**src/rtl/time_set_ctrl.sv**
```systemverilog
// Time-setting controller: walks hr/min/sec/AM-PM edit fields from two buttons
// and strobes the edited time into the clock through a held load pulse.
module time_set_ctrl #(
  parameter int SET_HOLD = 4,
  parameter int TIMEOUT  = 1000
) (
  input  logic        clk,
  input  logic        reset,
  input  logic        btn_mode,
  input  logic        btn_inc,
  input  logic [23:0] cur_time,
  input  logic        cur_AM,
  output logic [7:0]  hr,
  output logic [7:0]  min,
  output logic [7:0]  sec,
  output logic        dayNight,
  output logic        set,
  output logic        editing,
  output logic [1:0]  field_sel
);

  typedef enum logic [2:0] {
    IDLE, EDIT_HR, EDIT_MIN, EDIT_SEC, EDIT_AP, COMMIT
  } state_t;

  localparam logic [15:0] TIMEOUT_LAST = 16'(TIMEOUT - 1);
  localparam logic [15:0] HOLD_CYCLES  = 16'(SET_HOLD);

  state_t      state_reg, state_next;
  logic [7:0]  hr_reg, hr_next;
  logic [7:0]  min_reg, min_next;
  logic [7:0]  sec_reg, sec_next;
  logic        day_night_reg, day_night_next;
  logic        set_reg, set_next;
  logic [15:0] cnt_reg, cnt_next;
  logic        mode_q_reg, inc_q_reg;
  logic        armed_reg;
  logic        mode_edge, inc_edge;

  function automatic logic [7:0] inc_hr(input logic [7:0] v);
    if (v == 8'h12)
      return 8'h01;
    else if (v[3:0] == 4'd9)
      return {v[7:4] + 4'd1, 4'd0};
    else
      return {v[7:4], v[3:0] + 4'd1};
  endfunction

  function automatic logic [7:0] inc_60(input logic [7:0] v);
    if (v == 8'h59)
      return 8'h00;
    else if (v[3:0] == 4'd9)
      return {v[7:4] + 4'd1, 4'd0};
    else
      return {v[7:4], v[3:0] + 4'd1};
  endfunction

  function automatic logic preload_ok(input logic [23:0] t);
    logic ok;
    ok = 1'b1;
    for (int i = 0; i < 6; i++)
      if (t[i*4 +: 4] > 4'd9) ok = 1'b0;
    if (t[23:16] == 8'h00 || t[23:16] > 8'h12) ok = 1'b0;
    if (t[15:8] > 8'h59 || t[7:0] > 8'h59) ok = 1'b0;
    return ok;
  endfunction

  // Edges are masked for one cycle after reset so a button held through
  // release does not look like a fresh press.
  assign mode_edge = armed_reg & btn_mode & ~mode_q_reg;
  assign inc_edge  = armed_reg & btn_inc  & ~inc_q_reg;

  always_comb begin
    state_next     = state_reg;
    hr_next        = hr_reg;
    min_next       = min_reg;
    sec_next       = sec_reg;
    day_night_next = day_night_reg;
    set_next       = 1'b0;
    cnt_next       = cnt_reg;

    case (state_reg)
      IDLE: begin
        cnt_next = '0;
        if (mode_edge) begin
          state_next     = EDIT_HR;
          day_night_next = cur_AM;
          if (preload_ok(cur_time)) begin
            hr_next  = cur_time[23:16];
            min_next = cur_time[15:8];
            sec_next = cur_time[7:0];
          end else begin
            hr_next  = 8'h12;
            min_next = 8'h00;
            sec_next = 8'h00;
          end
        end
      end

      EDIT_HR, EDIT_MIN, EDIT_SEC, EDIT_AP: begin
        // Mode wins over a coincident inc; any edge restarts the idle count.
        if (mode_edge) begin
          cnt_next = '0;
          case (state_reg)
            EDIT_HR:  state_next = EDIT_MIN;
            EDIT_MIN: state_next = EDIT_SEC;
            EDIT_SEC: state_next = EDIT_AP;
            default:  state_next = COMMIT;
          endcase
        end else if (inc_edge) begin
          cnt_next = '0;
          case (state_reg)
            EDIT_HR:  hr_next        = inc_hr(hr_reg);
            EDIT_MIN: min_next       = inc_60(min_reg);
            EDIT_SEC: sec_next       = inc_60(sec_reg);
            default:  day_night_next = ~day_night_reg;
          endcase
        end else if (cnt_reg == TIMEOUT_LAST) begin
          cnt_next   = '0;
          state_next = IDLE;
        end else begin
          cnt_next = cnt_reg + 16'd1;
        end
      end

      COMMIT: begin
        if (cnt_reg < HOLD_CYCLES) begin
          set_next = 1'b1;
          cnt_next = cnt_reg + 16'd1;
        end else begin
          cnt_next   = '0;
          state_next = IDLE;
        end
      end

      default: begin
        cnt_next   = '0;
        state_next = IDLE;
      end
    endcase
  end

  always_ff @(posedge clk or negedge reset) begin
    if (!reset) begin
      state_reg     <= IDLE;
      hr_reg        <= 8'h12;
      min_reg       <= 8'h00;
      sec_reg       <= 8'h00;
      day_night_reg <= 1'b1;
      set_reg       <= 1'b0;
      cnt_reg       <= '0;
      mode_q_reg    <= 1'b0;
      inc_q_reg     <= 1'b0;
      armed_reg     <= 1'b0;
    end else begin
      state_reg     <= state_next;
      hr_reg        <= hr_next;
      min_reg       <= min_next;
      sec_reg       <= sec_next;
      day_night_reg <= day_night_next;
      set_reg       <= set_next;
      cnt_reg       <= cnt_next;
      mode_q_reg    <= btn_mode;
      inc_q_reg     <= btn_inc;
      armed_reg     <= 1'b1;
    end
  end

  always_comb begin
    editing   = 1'b0;
    field_sel = 2'd0;
    case (state_reg)
      EDIT_HR:  begin editing = 1'b1; field_sel = 2'd0; end
      EDIT_MIN: begin editing = 1'b1; field_sel = 2'd1; end
      EDIT_SEC: begin editing = 1'b1; field_sel = 2'd2; end
      EDIT_AP:  begin editing = 1'b1; field_sel = 2'd3; end
      default:  begin editing = 1'b0; field_sel = 2'd0; end
    endcase
  end

  assign hr       = hr_reg;
  assign min      = min_reg;
  assign sec      = sec_reg;
  assign dayNight = day_night_reg;
  assign set      = set_reg;

endmodule

```
**config.mk**
```make
export PLATFORM = sky130hd
export DESIGN_NAME = time_set_ctrl
export DESIGN_NICKNAME = d
export VERILOG_FILES = /design/src/rtl/time_set_ctrl.sv
export SDC_FILE = /design/constraint.sdc
export NUM_CORES = 1
export LEC_CHECK = 0
export CAP_MARGIN = 0
export CORE_AREA = 2 2 80 82
export CTS_BUF_LIST = sky130_fd_sc_hd__clkbuf_16
export CTS_CLUSTER_SIZE = 24
export DETAILED_ROUTE_END_ITERATION = 10
export DIE_AREA = 0 0 82 84
export PLACE_DENSITY = 0.76
export SYNTH_ARGS = -nofsm -noshare
export SYNTH_HDL_FRONTEND = slang
export SYNTH_SLANG_ARGS = --single-unit
```
**constraint.sdc**
```tcl
create_clock -name clk -period 4.75 [get_ports clk]
set_input_delay 0.95 -clock clk [delete_from_list [all_inputs] [get_ports clk]]
set_output_delay 0.95 -clock clk [all_outputs]
set_load 0.02 [all_outputs]
```
==> results.ini <==
[run_status]
outcome = completed

[placement]
dp_hpwl_um = 5062
portBuffers = 57
gp_congestion = 0.8184
placed_cell_area_mm2 = 0.003530

[route]
vias_per_cell = 5.762
ant_nets = 0
drc = 0
dr_total_vias = 2587
drt_iter0_markers = 196
drtPass1Iterations = 4
wl_per_cell_um = 15.38
wl_um = 6904

[clock_tree]
path_clk_slew_ns = 0.07
post_cts_resized = 0
cts_tree = yes
post-cts-setup-buffers = 0
ctsLongestPathBuffers = 2
cts_hold_buf = 0
cts_inserted_buffers = 5
clockRootBuffer = clkbuf_16
clk_latency_ns = 0.29
h-tree-depth = 2
cts_sinks = 48

[layout]
fillers = 517
n_antenna_cell = 0
final_nets = 411
final_common_cell = clkdlybuf4s50_1
most-common-layout-cells = 56 x clkdlybuf4s50_1, 45 x dfrtp_1, 40 x nor2_1
drive_above_1_share_pct = 6.183
largest_reg_flops = 16
syn_to_final_growth_pct = 28.05
final_area_mm2 = 0.003719

[sta]
finalSetupViolCount = 0
finalCriticalPeriod_ns = 3.449
finalSetupTns_ns = 0
maxSlewHeadroom_pct = 28.52
fmax_mhz = 290.0
fin_crit_sh_pct = 72.60
hold_viol = 0
rsz0062_at_grt = no
slew_violations = 0
worstMarginPinSlew_ns = 1.072
clock_skew_ns = 0.01088

[worst_hold_path]
min_path_type = flip-flop to flip-flop

[critical_path]
required_ns = 3.80
reg2reg_slack_ns = 2.22
reg2reg_from = state_reg[1]$_DFFE_PN0P_
crit_path_max_fanout = 13
cp-start-kind = flip-flop
r2r_end = sec[7]$_DFFE_PN0P_
r2r_cells = 6
critPathKind = flip-flop to output port
arrival_ns = 2.50
crit_start = state_reg[1]$_DFFE_PN0P_
crit_path_end = editing
worstSetupEndpointType = output port

[synthesis]
postSynthAreaPerCell_um2 = 9.278
synth_fp_nets = 353
async_flop_share_pct = 100.0
synth_cells = 313
yosys_warnings = 0
netlist_area_mm2 = 0.002904
synth_edf_count = 0
ys_types = 57
yosysSeqAreaShare_pct = 41.49
synth_area_leaders = dfrtp_1 39%, nor2_1 5.2%, ha_1 4.7%
synth_flop_cell = dfrtp_1
synth_top_area_share_pct = 38.78
synth_area_leader_cell = dfrtp_1
synth_seq_cells = 48

[global_routing]
track_usage_pct = 20.79
grt_overflow = 0
grt_max_degree = 49
first_global_vias = 2372
antenna_found_initial = 0
grt_pass1_wl_um = 11210

[floorplan]
fp.coreArea_mm2 = 0.006096
die_w_um = 82
fp.dieH_um = 84
rows = 29
die_area_mm2 = 0.006888
ios = 58
start_util_pct = 47.64

[power]
ir_drop_mv = 0.2721
p_comb_share_pct = 43.7
p_switching_uw = 776.5
pwr-share-seq_pct = 33.8
pwr-share-clk_pct = 22.4
cellLeakagePower_uw = 0.001548
p_int_uw = 1230
power_density_mw_per_mm2 = 539.5
switching_share_pct = 38.70

[flow_run]
maxCapViolCount = 0

## cell type report
type | count | area, µm² | share of cell area (%)
Multi-Input combinational cell | 248 | 1622 | 43.61
Sequential cell | 48 | 1205 | 32.40
Timing Repair Buffer | 57 | 565.5 | 15.21
Clock buffer | 5 | 125.1 | 3.365
Tap cell | 77 | 96.34 | 2.591
Clock inverter | 3 | 63.81 | 1.716
Inverter | 11 | 41.29 | 1.110
## Yosys cell counts, types with 3 or more instances
cell type,number
nand3_1,19
a22o_1,3
xor2_1,9
a2bb2oi_1,5
inv_1,11
o21ai_0,17
a221o_1,3
nand3b_1,4
nor3b_1,3
nor2_1,40
a31oi_1,4
o22ai_1,3
dfrtp_1,45
nand4_1,5
buf_2,5
nand2b_1,8
and3_1,6
nor3_1,5
nand2_1,20
o31ai_1,6
nor2b_1,6
xnor2_1,7
ha_1,11
a21oi_1,17
nor4_1,7
dfstp_2,3
## per-layer routing
| layer | up-vias | global-route usage (%) | wire (µm) |
|---|---|---|---|
| met5 | - | 0 | 0 |
| met4 | 0 | 5.909 | 114 |
| met3 | 12 | 3.788 | 337 |
| met2 | 65 | 34.44 | 3496 |
| met1 | 1236 | 27.44 | 2955 |
| li1 | 1274 | - | - |
## worst min path at each step
stage | start | endpoint | depth (start not counted)
after detailed placement | cnt_reg[0]$_DFF_PN0_ | cnt_reg[0]$_DFF_PN0_ | 1
after global placement | cnt_reg[0]$_DFF_PN0_ | cnt_reg[0]$_DFF_PN0_ | 1
final | cnt_reg[0]$_DFF_PN0_ | cnt_reg[0]$_DFF_PN0_ | 1
after global routing | cnt_reg[0]$_DFF_PN0_ | cnt_reg[0]$_DFF_PN0_ | 1
after CTS | cnt_reg[0]$_DFF_PN0_ | cnt_reg[0]$_DFF_PN0_ | 1
after floorplan | cnt_reg[0]$_DFF_PN0_ | cnt_reg[0]$_DFF_PN0_ | 1
## through the flow
step                power (µW)  std cells  setup WS [ns]  hold slack (ns)  util (%)
floorplan                 1225        313          2.445           0.4684         -
global placement          1534        441          1.638           0.4916     57.90
global route              2137        449          1.218           0.5270     61.00
detailed placement        1557        441          1.589           0.5098     57.90
finish                    2006        449          1.301           0.5097     61.00
CTS                       2018        449          1.328           0.5177     61.00
## worst max-delay path: stages (launching register included)
cell and delay, ns:
dfrtp_1 0.53, or3_4 0.48, nand2_1 0.33, inv_1 0.26, clkdlybuf4s50_1 0.60
## cell families after synthesis
group                      Yosys count  share of synthesized area (%)
and+or+nand+nor                    139                          26.20
AOI/OAI and AO/OA                   77                          18.48
DFF                                 48                          41.49
buffers and inverters               17                          2.671
xor gates and xnor gates            16                          4.826
adders and majority gates           11                          4.739
muxes                                4                          1.465
other                                1                         0.1291
## power by group through the flow
stage          combinational [µW]  clock [µW]  sequential [µW]
2_1_floorplan                 500           0              725
3_3_place_gp                  852           0              681
3_5_place_dp                  872           0              686
4_1_cts                       879         461              679
5_1_grt                       960         476              701
6_report                      877         450              679
No activity file was read; power rests on OpenSTA's default activity.
